`src/rtl/div_pkg.sv`:
```
// Shared definitions for the multi-cycle restoring divider: default width,
// FSM state encodings and the divide-by-zero quotient pattern.
package div_pkg;

   localparam int DIV_WIDTH = 32;

   localparam logic [1:0] IDLE_ENC = 2'd0;
   localparam logic [1:0] ITER_ENC = 2'd1;
   localparam logic [1:0] FIX_ENC  = 2'd2;
   localparam logic [1:0] DONE_ENC = 2'd3;

   typedef enum logic [1:0] {
      ST_IDLE = IDLE_ENC,
      ST_ITER = ITER_ENC,
      ST_FIX  = FIX_ENC,
      ST_DONE = DONE_ENC
   } div_state_t;

   localparam logic [DIV_WIDTH-1:0] DIV0_QUOTIENT = '1;

endpackage

```
`src/rtl/div_sequencer_if.sv`:
```
// Start/busy/done handshake and operand/result bus between the control unit
// (master) and the divide sequencer (slave).
interface div_sequencer_if
   import div_pkg::*;
#(
   parameter int WIDTH = DIV_WIDTH
);

   logic               start;
   logic               is_signed;
   logic [WIDTH-1:0]   dividend;
   logic [WIDTH-1:0]   divisor;
   logic               busy;
   logic               done;
   logic               div_by_zero;
   logic [2*WIDTH-1:0] result;

   modport master (
      output start, is_signed, dividend, divisor,
      input  busy, done, div_by_zero, result
   );

   modport slave (
      input  start, is_signed, dividend, divisor,
      output busy, done, div_by_zero, result
   );

endinterface

```
`src/rtl/div_step.sv`:
```
// One restoring-division iteration on magnitudes: shift {A,Qr} left, trial
// subtract Mr, keep or restore depending on the sign bit of the trial.
module div_step
   import div_pkg::*;
#(
   parameter int WIDTH = DIV_WIDTH
) (
   input  logic [WIDTH:0]   a,
   input  logic [WIDTH-1:0] qr,
   input  logic [WIDTH-1:0] mr,
   output logic [WIDTH:0]   a_next,
   output logic [WIDTH-1:0] qr_next
);

   logic [WIDTH:0] a_shift;
   logic [WIDTH:0] a_trial;
   logic           unused_a_msb;

   // The partial remainder is always below Mr on entry, so its top bit is
   // clear and shifting it out loses nothing.
   assign unused_a_msb = a[WIDTH];

   // NOTE: every output of a combinational block gets a value on every path,
   // otherwise synthesis infers a latch to hold the old value.
   always_comb begin
      a_shift = {a[WIDTH-1:0], qr[WIDTH-1]};
      a_trial = a_shift - {1'b0, mr};
      if (a_trial[WIDTH]) begin
         a_next  = a_shift;
         qr_next = {qr[WIDTH-2:0], 1'b0};
      end else begin
         a_next  = a_trial;
         qr_next = {qr[WIDTH-2:0], 1'b1};
      end
   end

endmodule

```
`src/rtl/div_sequencer.sv`:
```
// Multi-cycle signed/unsigned restoring divider: one step per clock, sign
// fix-up, divide-by-zero shortcut, result held as {remainder, quotient}.
module div_sequencer
   import div_pkg::*;
#(
   parameter int WIDTH = DIV_WIDTH
) (
   input  logic            clock,
   input  logic            clear,
   div_sequencer_if.slave  bus
);

   localparam int               CNT_W     = $clog2(WIDTH) + 1;
   localparam logic [CNT_W-1:0] LAST_STEP = CNT_W'(WIDTH - 1);
   localparam logic [WIDTH-1:0] ZERO_QUO  = {WIDTH{DIV0_QUOTIENT[0]}};

   div_state_t         state, state_n;
   logic               busy, busy_n;
   logic               done, done_n;
   logic               div_by_zero;
   logic [2*WIDTH-1:0] result;

   logic [WIDTH:0]     a, a_next;
   logic [WIDTH-1:0]   qr, qr_next;
   logic [WIDTH-1:0]   mr;
   logic [CNT_W-1:0]   cnt;
   logic               neg_quo;
   logic               neg_rem;

   logic               div_zero;
   logic [WIDTH-1:0]   dividend_mag;
   logic [WIDTH-1:0]   divisor_mag;
   logic [WIDTH-1:0]   quo_fix;
   logic [WIDTH-1:0]   rem_fix;

   assign div_zero     = (bus.divisor == '0);
   assign dividend_mag = (bus.is_signed && bus.dividend[WIDTH-1]) ? -bus.dividend : bus.dividend;
   assign divisor_mag  = (bus.is_signed && bus.divisor[WIDTH-1])  ? -bus.divisor  : bus.divisor;
   assign quo_fix      = neg_quo ? -qr : qr;
   assign rem_fix      = neg_rem ? -a[WIDTH-1:0] : a[WIDTH-1:0];

   div_step #(.WIDTH(WIDTH)) u_step (
      .a       (a),
      .qr      (qr),
      .mr      (mr),
      .a_next  (a_next),
      .qr_next (qr_next)
   );

   // NOTE: clocked state uses non-blocking assignments so every register
   // samples pre-edge values regardless of statement order.
   always_ff @(posedge clock) begin
      if (clear) begin
         state <= ST_IDLE;
         busy  <= 1'b0;
         done  <= 1'b0;
      end else begin
         state <= state_n;
         busy  <= busy_n;
         done  <= done_n;
      end
   end

   always_comb begin
      state_n = state;
      busy_n  = 1'b0;
      done_n  = 1'b0;
      case (state)
         ST_IDLE: begin
            if (bus.start) begin
               state_n = div_zero ? ST_DONE : ST_ITER;
               done_n  = div_zero;
            end
         end
         ST_ITER: begin
            busy_n = 1'b1;
            if (cnt == LAST_STEP) state_n = ST_FIX;
         end
         ST_FIX: begin
            busy_n  = 1'b1;
            done_n  = 1'b1;
            state_n = ST_DONE;
         end
         default: state_n = ST_IDLE;
      endcase
   end

   // Operands are captured only on acceptance; result changes only at completion.
   always_ff @(posedge clock) begin
      if (clear) begin
         a           <= '0;
         qr          <= '0;
         mr          <= '0;
         cnt         <= '0;
         neg_quo     <= 1'b0;
         neg_rem     <= 1'b0;
         div_by_zero <= 1'b0;
         result      <= '0;
      end else begin
         case (state)
            ST_IDLE: begin
               if (bus.start && div_zero) begin
                  result      <= {bus.dividend, ZERO_QUO};
                  div_by_zero <= 1'b1;
               end else if (bus.start) begin
                  a       <= '0;
                  qr      <= dividend_mag;
                  mr      <= divisor_mag;
                  cnt     <= '0;
                  neg_rem <= bus.is_signed & bus.dividend[WIDTH-1];
                  neg_quo <= bus.is_signed & (bus.dividend[WIDTH-1] ^ bus.divisor[WIDTH-1]);
               end
            end
            ST_ITER: begin
               a   <= a_next;
               qr  <= qr_next;
               cnt <= cnt + CNT_W'(1);
            end
            ST_FIX: begin
               result      <= {rem_fix, quo_fix};
               div_by_zero <= 1'b0;
            end
            default: ;
         endcase
      end
   end

   assign bus.busy        = busy;
   assign bus.done        = done;
   assign bus.div_by_zero = div_by_zero;
   assign bus.result      = result;

endmodule

```
`src/flat_wrapper.sv`:
```
// flat-port wrapper written by rule: the top's interface ports become plain ports
module div_sequencer_flat import div_pkg::*;
#(
   parameter int WIDTH = DIV_WIDTH
)
  (clock, clear, bus_start, bus_is_signed, bus_dividend, bus_divisor, bus_busy, bus_done, bus_div_by_zero, bus_result);
  div_sequencer_if #(.WIDTH(WIDTH)) bus_i ();
  input  logic clock;
  input  logic clear;
  input wire logic [$bits(bus_i.start)-1:0] bus_start;
  input wire logic [$bits(bus_i.is_signed)-1:0] bus_is_signed;
  input wire logic [$bits(bus_i.dividend)-1:0] bus_dividend;
  input wire logic [$bits(bus_i.divisor)-1:0] bus_divisor;
  output wire logic [$bits(bus_i.busy)-1:0] bus_busy;
  output wire logic [$bits(bus_i.done)-1:0] bus_done;
  output wire logic [$bits(bus_i.div_by_zero)-1:0] bus_div_by_zero;
  output wire logic [$bits(bus_i.result)-1:0] bus_result;
  assign bus_i.start = bus_start;
  assign bus_i.is_signed = bus_is_signed;
  assign bus_i.dividend = bus_dividend;
  assign bus_i.divisor = bus_divisor;
  assign bus_busy = bus_i.busy;
  assign bus_done = bus_i.done;
  assign bus_div_by_zero = bus_i.div_by_zero;
  assign bus_result = bus_i.result;
  div_sequencer #(.WIDTH(WIDTH)) u_core (.clock(clock), .clear(clear), .bus(bus_i));
endmodule
```
`config.mk`:
```
export PLATFORM = sky130hd
export DESIGN_NAME = div_sequencer_flat
export DESIGN_NICKNAME = d
export VERILOG_FILES = /design/src/rtl/div_pkg.sv /design/src/rtl/div_sequencer_if.sv /design/src/rtl/div_step.sv /design/src/rtl/div_sequencer.sv /design/src/flat_wrapper.sv
export SDC_FILE = /design/constraint.sdc
export NUM_CORES = 1
export LEC_CHECK = 0
export CAP_MARGIN = 0
export CORE_UTILIZATION = 45
export DETAILED_ROUTE_END_ITERATION = 10
export GPL_ROUTABILITY_DRIVEN = 0
export MAX_ROUTING_LAYER = met4
export PLACE_DENSITY_LB_ADDON = 0.1
export SYNTH_ARGS = -nofsm -noshare
export SYNTH_HDL_FRONTEND = slang
export SYNTH_SLANG_ARGS = --single-unit
```
`constraint.sdc`:
```
create_clock -name clock -period 4.3 [get_ports clock]
set_input_delay 1.29 -clock clock [delete_from_list [all_inputs] [get_ports clock]]
set_output_delay 1.29 -clock clock [all_outputs]
set_load 0.005 [all_outputs]
```
==> metrics.txt <==
# TYPE chip_impl_metric gauge
chip_impl_metric{name="post_cts_resize_count",unit=""} 0
chip_impl_metric{name="port_buffers",unit=""} 134
chip_impl_metric{name="avgRoutedWirePerCell",unit="um"} 16.5
chip_impl_metric{name="placeableCoreArea",unit="sq mm"} 0.0243
chip_impl_metric{name="timing.critical_path.fanout_max",unit=""} 33
chip_impl_metric{name="postCtsHoldBufs",unit=""} 0
chip_impl_metric{name="dp_slack",unit="ns"} -0.0471
chip_impl_metric{name="dp.final_hpwl",unit="um"} 23500
chip_impl_metric{name="critical_path_buf_inv_count",unit=""} 3
chip_impl_metric{name="fp.dieArea",unit="sq mm"} 0.0254
chip_impl_metric{name="path_clk_slew",unit="ns"} 0.08
chip_impl_metric{name="report.final.hold_viol_count",unit=""} 0
chip_impl_info{name="critical_path.endpoint_type",value="register"} 1
chip_impl_metric{name="syn_inst",unit=""} 1468
chip_impl_metric{name="power.switching",unit="uW"} 2610
chip_impl_metric{name="dpl-instance-area",unit="sq mm"} 0.0130
chip_impl_metric{name="intPower",unit="uW"} 3820
chip_impl_metric{name="yosysTopAreaCellShare",unit=""} 0.310
chip_impl_info{name="yosysTopAreaCell",value="sky130_fd_sc_hd__dfxtp_1"} 1
chip_impl_info{name="crit_path_cell_trace",value="clkdlybuf4s50_1 > or4_1 > or3_1 > nor3_1 > buf_4 > and3_1 > nand3_1 > a21boi_2 > buf_4 > a21oi_1 > a211oi_1"} 1
chip_impl_metric{name="netlist_area_before_placement",unit="sq mm"} 0.0112
chip_impl_metric{name="ff_latch_area",unit="sq mm"} 0.00346
chip_impl_metric{name="timing.final.crit_period",unit="ns"} 3.93
chip_impl_metric{name="tritoncts.num_buffers",unit=""} 17
chip_impl_metric{name="area_delta_synth_final",unit="%"} 22.2
chip_impl_metric{name="synth_async_sr_flop_share",unit=""} 0
chip_impl_metric{name="fmax",unit="MHz"} 254
chip_impl_metric{name="vdd_drop_max",unit="mV"} 0.240
chip_impl_metric{name="globalRouteTotalUtil",unit=""} 0.259
chip_impl_metric{name="final-setup-viol-count",unit=""} 0
chip_impl_metric{name="grt_antenna_before_repair",unit=""} 0
chip_impl_metric{name="power_leakage",unit="uW"} 0.00513
chip_impl_metric{name="post_cts_buffers",unit=""} 0
chip_impl_info{name="worst-setup-path-type",value="in2reg"} 1
chip_impl_info{name="synth_common_cells",value="sky130_fd_sc_hd__nand2_1, sky130_fd_sc_hd__dfxtp_1, sky130_fd_sc_hd__a21oi_1"} 1
chip_impl_metric{name="nNetsFinal",unit=""} 1683
chip_impl_metric{name="synth.ff_latch_count",unit=""} 173
chip_impl_metric{name="drtAntennaViolNets",unit=""} 0
chip_impl_metric{name="drc_errors",unit=""} 0
chip_impl_info{name="cts-root-buf",value="sky130_fd_sc_hd__clkbuf_16"} 1
chip_impl_metric{name="synth-seq-area-share",unit=""} 0.310
chip_impl_metric{name="post_drt_via_cell_ratio",unit=""} 5.57
chip_impl_info{name="status",value="complete, no violations"} 1
chip_impl_metric{name="final_max_slew_viol_count",unit=""} 0
chip_impl_metric{name="power.clock.fraction",unit=""} 0.258
chip_impl_metric{name="num_vias",unit=""} 10639
chip_impl_metric{name="timing.hold.ws",unit="ns"} 0.451
chip_impl_metric{name="fillerInstances",unit=""} 2319
chip_impl_metric{name="synth_edf_count",unit=""} 0
chip_impl_metric{name="final_design_area_no_fill",unit="sq mm"} 0.0136
chip_impl_metric{name="syn_area_per_cell",unit="sq um"} 7.60
chip_impl_metric{name="die_h",unit="um"} 159
chip_impl_metric{name="arrival",unit="ns"} 4.23
chip_impl_metric{name="slowest_delay",unit="ns"} 0.57
chip_impl_metric{name="h-tree-depth",unit=""} 4
chip_impl_metric{name="drt_pass1_iterations",unit=""} 6
chip_impl_metric{name="slew_headroom",unit=""} 0.198
chip_impl_metric{name="yosys_warnings",unit=""} 0
chip_impl_metric{name="syn_nets",unit=""} 1578
chip_impl_metric{name="grt_max_degree",unit=""} 76
chip_impl_metric{name="grt_first_pass_wirelength",unit="um"} 52200
chip_impl_metric{name="finalClockSkew",unit="ns"} 0.0184
chip_impl_metric{name="final_layout_size_suffix_gt1_frac",unit=""} 0.0618
chip_impl_metric{name="clock_sink_count",unit=""} 173
chip_impl_metric{name="share_seq_of_total_power",unit=""} 0.330
chip_impl_info{name="rsz0062_at_grt",value="false"} 1
chip_impl_info{name="cts_tree",value="done"} 1
chip_impl_metric{name="number_of_drc_violations_after_detailed_routing_iteration_0",unit=""} 687
chip_impl_info{name="synth_top_flop_cell",value="sky130_fd_sc_hd__dfxtp_1"} 1
chip_impl_info{name="critical-path-top-delay-family",value="simple AND/OR/NAND/NOR gates"} 1
chip_impl_info{name="hold_path_class",value="reg2reg"} 1
chip_impl_info{name="timing.critical_path.slowest_stage_cell",value="sky130_fd_sc_hd__or4_1"} 1
chip_impl_metric{name="io-pin-count",unit=""} 135
chip_impl_metric{name="cts_buffer_depth",unit=""} 2
chip_impl_metric{name="groute.layer.met1.usage",unit=""} 0.352
chip_impl_metric{name="power.density",unit="mW/mm^2"} 472
chip_impl_metric{name="clk_latency",unit="ns"} 0.45
chip_impl_metric{name="p_sw_frac",unit=""} 0.406
chip_impl_metric{name="grt_pass1_vias",unit=""} 10013
chip_impl_metric{name="std_cell_rows",unit=""} 57
chip_impl_metric{name="synth_cell_types",unit=""} 60
chip_impl_metric{name="grt_overflow",unit=""} 0
chip_impl_metric{name="die_w",unit="um"} 159
chip_impl_metric{name="tightestPinTransition",unit="ns"} 1.20
chip_impl_info{name="count_leader_synth",value="sky130_fd_sc_hd__nand2_1"} 1
chip_impl_info{name="cpMostUsedCell",value="sky130_fd_sc_hd__buf_4"} 1
chip_impl_metric{name="comb_power_share",unit=""} 0.412
chip_impl_info{name="synth.top_cells.by_area",value="sky130_fd_sc_hd__dfxtp_1, sky130_fd_sc_hd__nand2_1, sky130_fd_sc_hd__xor2_1, sky130_fd_sc_hd__a21oi_1, sky130_fd_sc_hd__xnor2_1"} 1
chip_impl_metric{name="area_of_the_multi_input_gates",unit="sq mm"} 0.00714
chip_impl_info{name="worst_setup_sp_type",value="input pin"} 1
chip_impl_info{name="global_route.peak_usage_layer",value="met2"} 1
chip_impl_metric{name="grtUsageMet3",unit=""} 0.0320
chip_impl_metric{name="grt_use_met2",unit=""} 0.407
chip_impl_metric{name="fin_crit_sh",unit=""} 0.914
chip_impl_metric{name="critical_path_data_required_time",unit="ns"} 4.59
chip_impl_metric{name="routed_wirelength",unit="um"} 31500
chip_impl_metric{name="floorplan.initialDensity",unit=""} 0.459
chip_impl_metric{name="max_cap_viol_count",unit=""} 0
chip_impl_metric{name="antennaDiodeCount",unit=""} 0
chip_impl_metric{name="layout_setup_ws",unit="ns"} 0.368
[final timing paths]
check	endpoint	from	cells past startpoint	slack [ns]
max reg2reg	u_core.a[0]	u_core.qr[31]	13	0.57
min	u_core.bus.result[37]	u_core.bus.result[37]	2	0.45
min reg2reg	u_core.bus.result[37]	u_core.bus.result[37]	2	0.45
max	u_core.bus.result[62]	bus_divisor[10]	11	0.37
[placed cells by master, fill, tap and decap left out, types with 10 or more instances in the layout]
master / instances
sky130_fd_sc_hd__a31oi_1: 11
sky130_fd_sc_hd__xnor2_1: 66
sky130_fd_sc_hd__a211oi_1: 51
sky130_fd_sc_hd__a32oi_1: 10
sky130_fd_sc_hd__inv_1: 59
sky130_fd_sc_hd__o41ai_1: 14
sky130_fd_sc_hd__o211ai_1: 44
sky130_fd_sc_hd__a21oi_1: 133
sky130_fd_sc_hd__and2_1: 10
sky130_fd_sc_hd__clkdlybuf4s50_1: 133
sky130_fd_sc_hd__nor3_1: 22
sky130_fd_sc_hd__o31ai_1: 26
sky130_fd_sc_hd__dfxtp_1: 173
sky130_fd_sc_hd__nor4_1: 12
sky130_fd_sc_hd__buf_4: 35
sky130_fd_sc_hd__ha_1: 40
sky130_fd_sc_hd__or3_1: 14
sky130_fd_sc_hd__nand4_1: 10
sky130_fd_sc_hd__xor2_1: 85
sky130_fd_sc_hd__clkbuf_16: 17
sky130_fd_sc_hd__o21ai_0: 98
sky130_fd_sc_hd__and3_1: 10
sky130_fd_sc_hd__nor2_1: 120
sky130_fd_sc_hd__a311oi_1: 13
sky130_fd_sc_hd__nand2_1: 216
sky130_fd_sc_hd__a21o_1: 13
sky130_fd_sc_hd__nand2b_1: 10
sky130_fd_sc_hd__mux2i_1: 23
sky130_fd_sc_hd__nand3_1: 24
[logic make-up (layout without fill, tap and decap cells)]
group | Yosys count | after routing | share of synthesized area
multiplexers | 26 | 26 | 0.0237
adder cells (fa/ha/maj) | 42 | 42 | 0.0478
AND/OR/NAND/NOR | 484 | 484 | 0.196
flip-flops | 173 | 173 | 0.310
buffers and inverters | 150 | 268 | 0.0524
XOR/XNOR | 152 | 152 | 0.119
AO/OA/AOI/OAI | 441 | 441 | 0.250
[per-layer routing]
layer  share of wire  wire length (um)
met5               0                 0
met1            0.49             15400
met3           0.045              1410
met2            0.45             14300
met4           0.013               416
[registers in the layout (all words and copies together) (netlist names)]
signal and flops:
u_core.bus.done 1, u_core.mr 32, u_core.bus.div_by_zero 1, u_core.bus.result 64, u_core.neg_rem 1, u_core.state 2
u_core.neg_quo 1, u_core.bus.busy 1, u_core.cnt 6, u_core.a 32, u_core.qr 32
[power groups by stage]
| stage | sequential (uW) | clock (uW) | combinational (uW) |
|---|---|---|---|
| 2_1_floorplan | 2090 | 0 | 1840 |
| 3_3_place_gp | 2150 | 0 | 2600 |
| 3_5_place_dp | 2160 | 0 | 2630 |
| 4_1_cts | 2120 | 1680 | 2650 |
| 5_1_grt | 2160 | 1760 | 2950 |
| 6_report | 2120 | 1660 | 2650 |
[metrics by stage]
| stage | total power [uW] | TNS, ns | instances | util |
|---|---|---|---|---|
| final | 6430 | 0 | 1910 | 0.560 |
| after global routing | 6870 | 0 | 1910 | 0.560 |
| after CTS | 6450 | 0 | 1910 | 0.560 |
| after detailed placement | 4780 | -0.0762 | 1878 | 0.534 |
| after global placement | 4750 | -0.0560 | 1878 | 0.534 |
| after floorplan | 3930 | 0 | 1468 | - |
[final cells by class]
class | count | area share
Multi-Input combinational cell | 1145 | 0.524
Tap cell | 324 | 0.0297
Inverter | 60 | 0.0165
Clock buffer | 17 | 0.0312
Sequential cell | 173 | 0.254
Clock inverter | 15 | 0.0160
Timing Repair Buffer | 176 | 0.129
[worst register-to-register path: stages, from the launching register on]
cell	delay [ns]
sky130_fd_sc_hd__dfxtp_1	0.32
sky130_fd_sc_hd__inv_1	0.13
sky130_fd_sc_hd__ha_1	0.23
sky130_fd_sc_hd__fa_1	0.23
sky130_fd_sc_hd__nand2b_1	0.15
sky130_fd_sc_hd__a21oi_1	0.14
sky130_fd_sc_hd__o2111ai_1	0.34
sky130_fd_sc_hd__a21oi_1	0.14
sky130_fd_sc_hd__nor3_1	0.50
sky130_fd_sc_hd__o21ai_0	0.27
sky130_fd_sc_hd__xnor2_2	0.46
sky130_fd_sc_hd__buf_12	0.27
sky130_fd_sc_hd__mux2_2	0.37
sky130_fd_sc_hd__o21ai_0	0.12
Power figures use the tool's default switching activity.
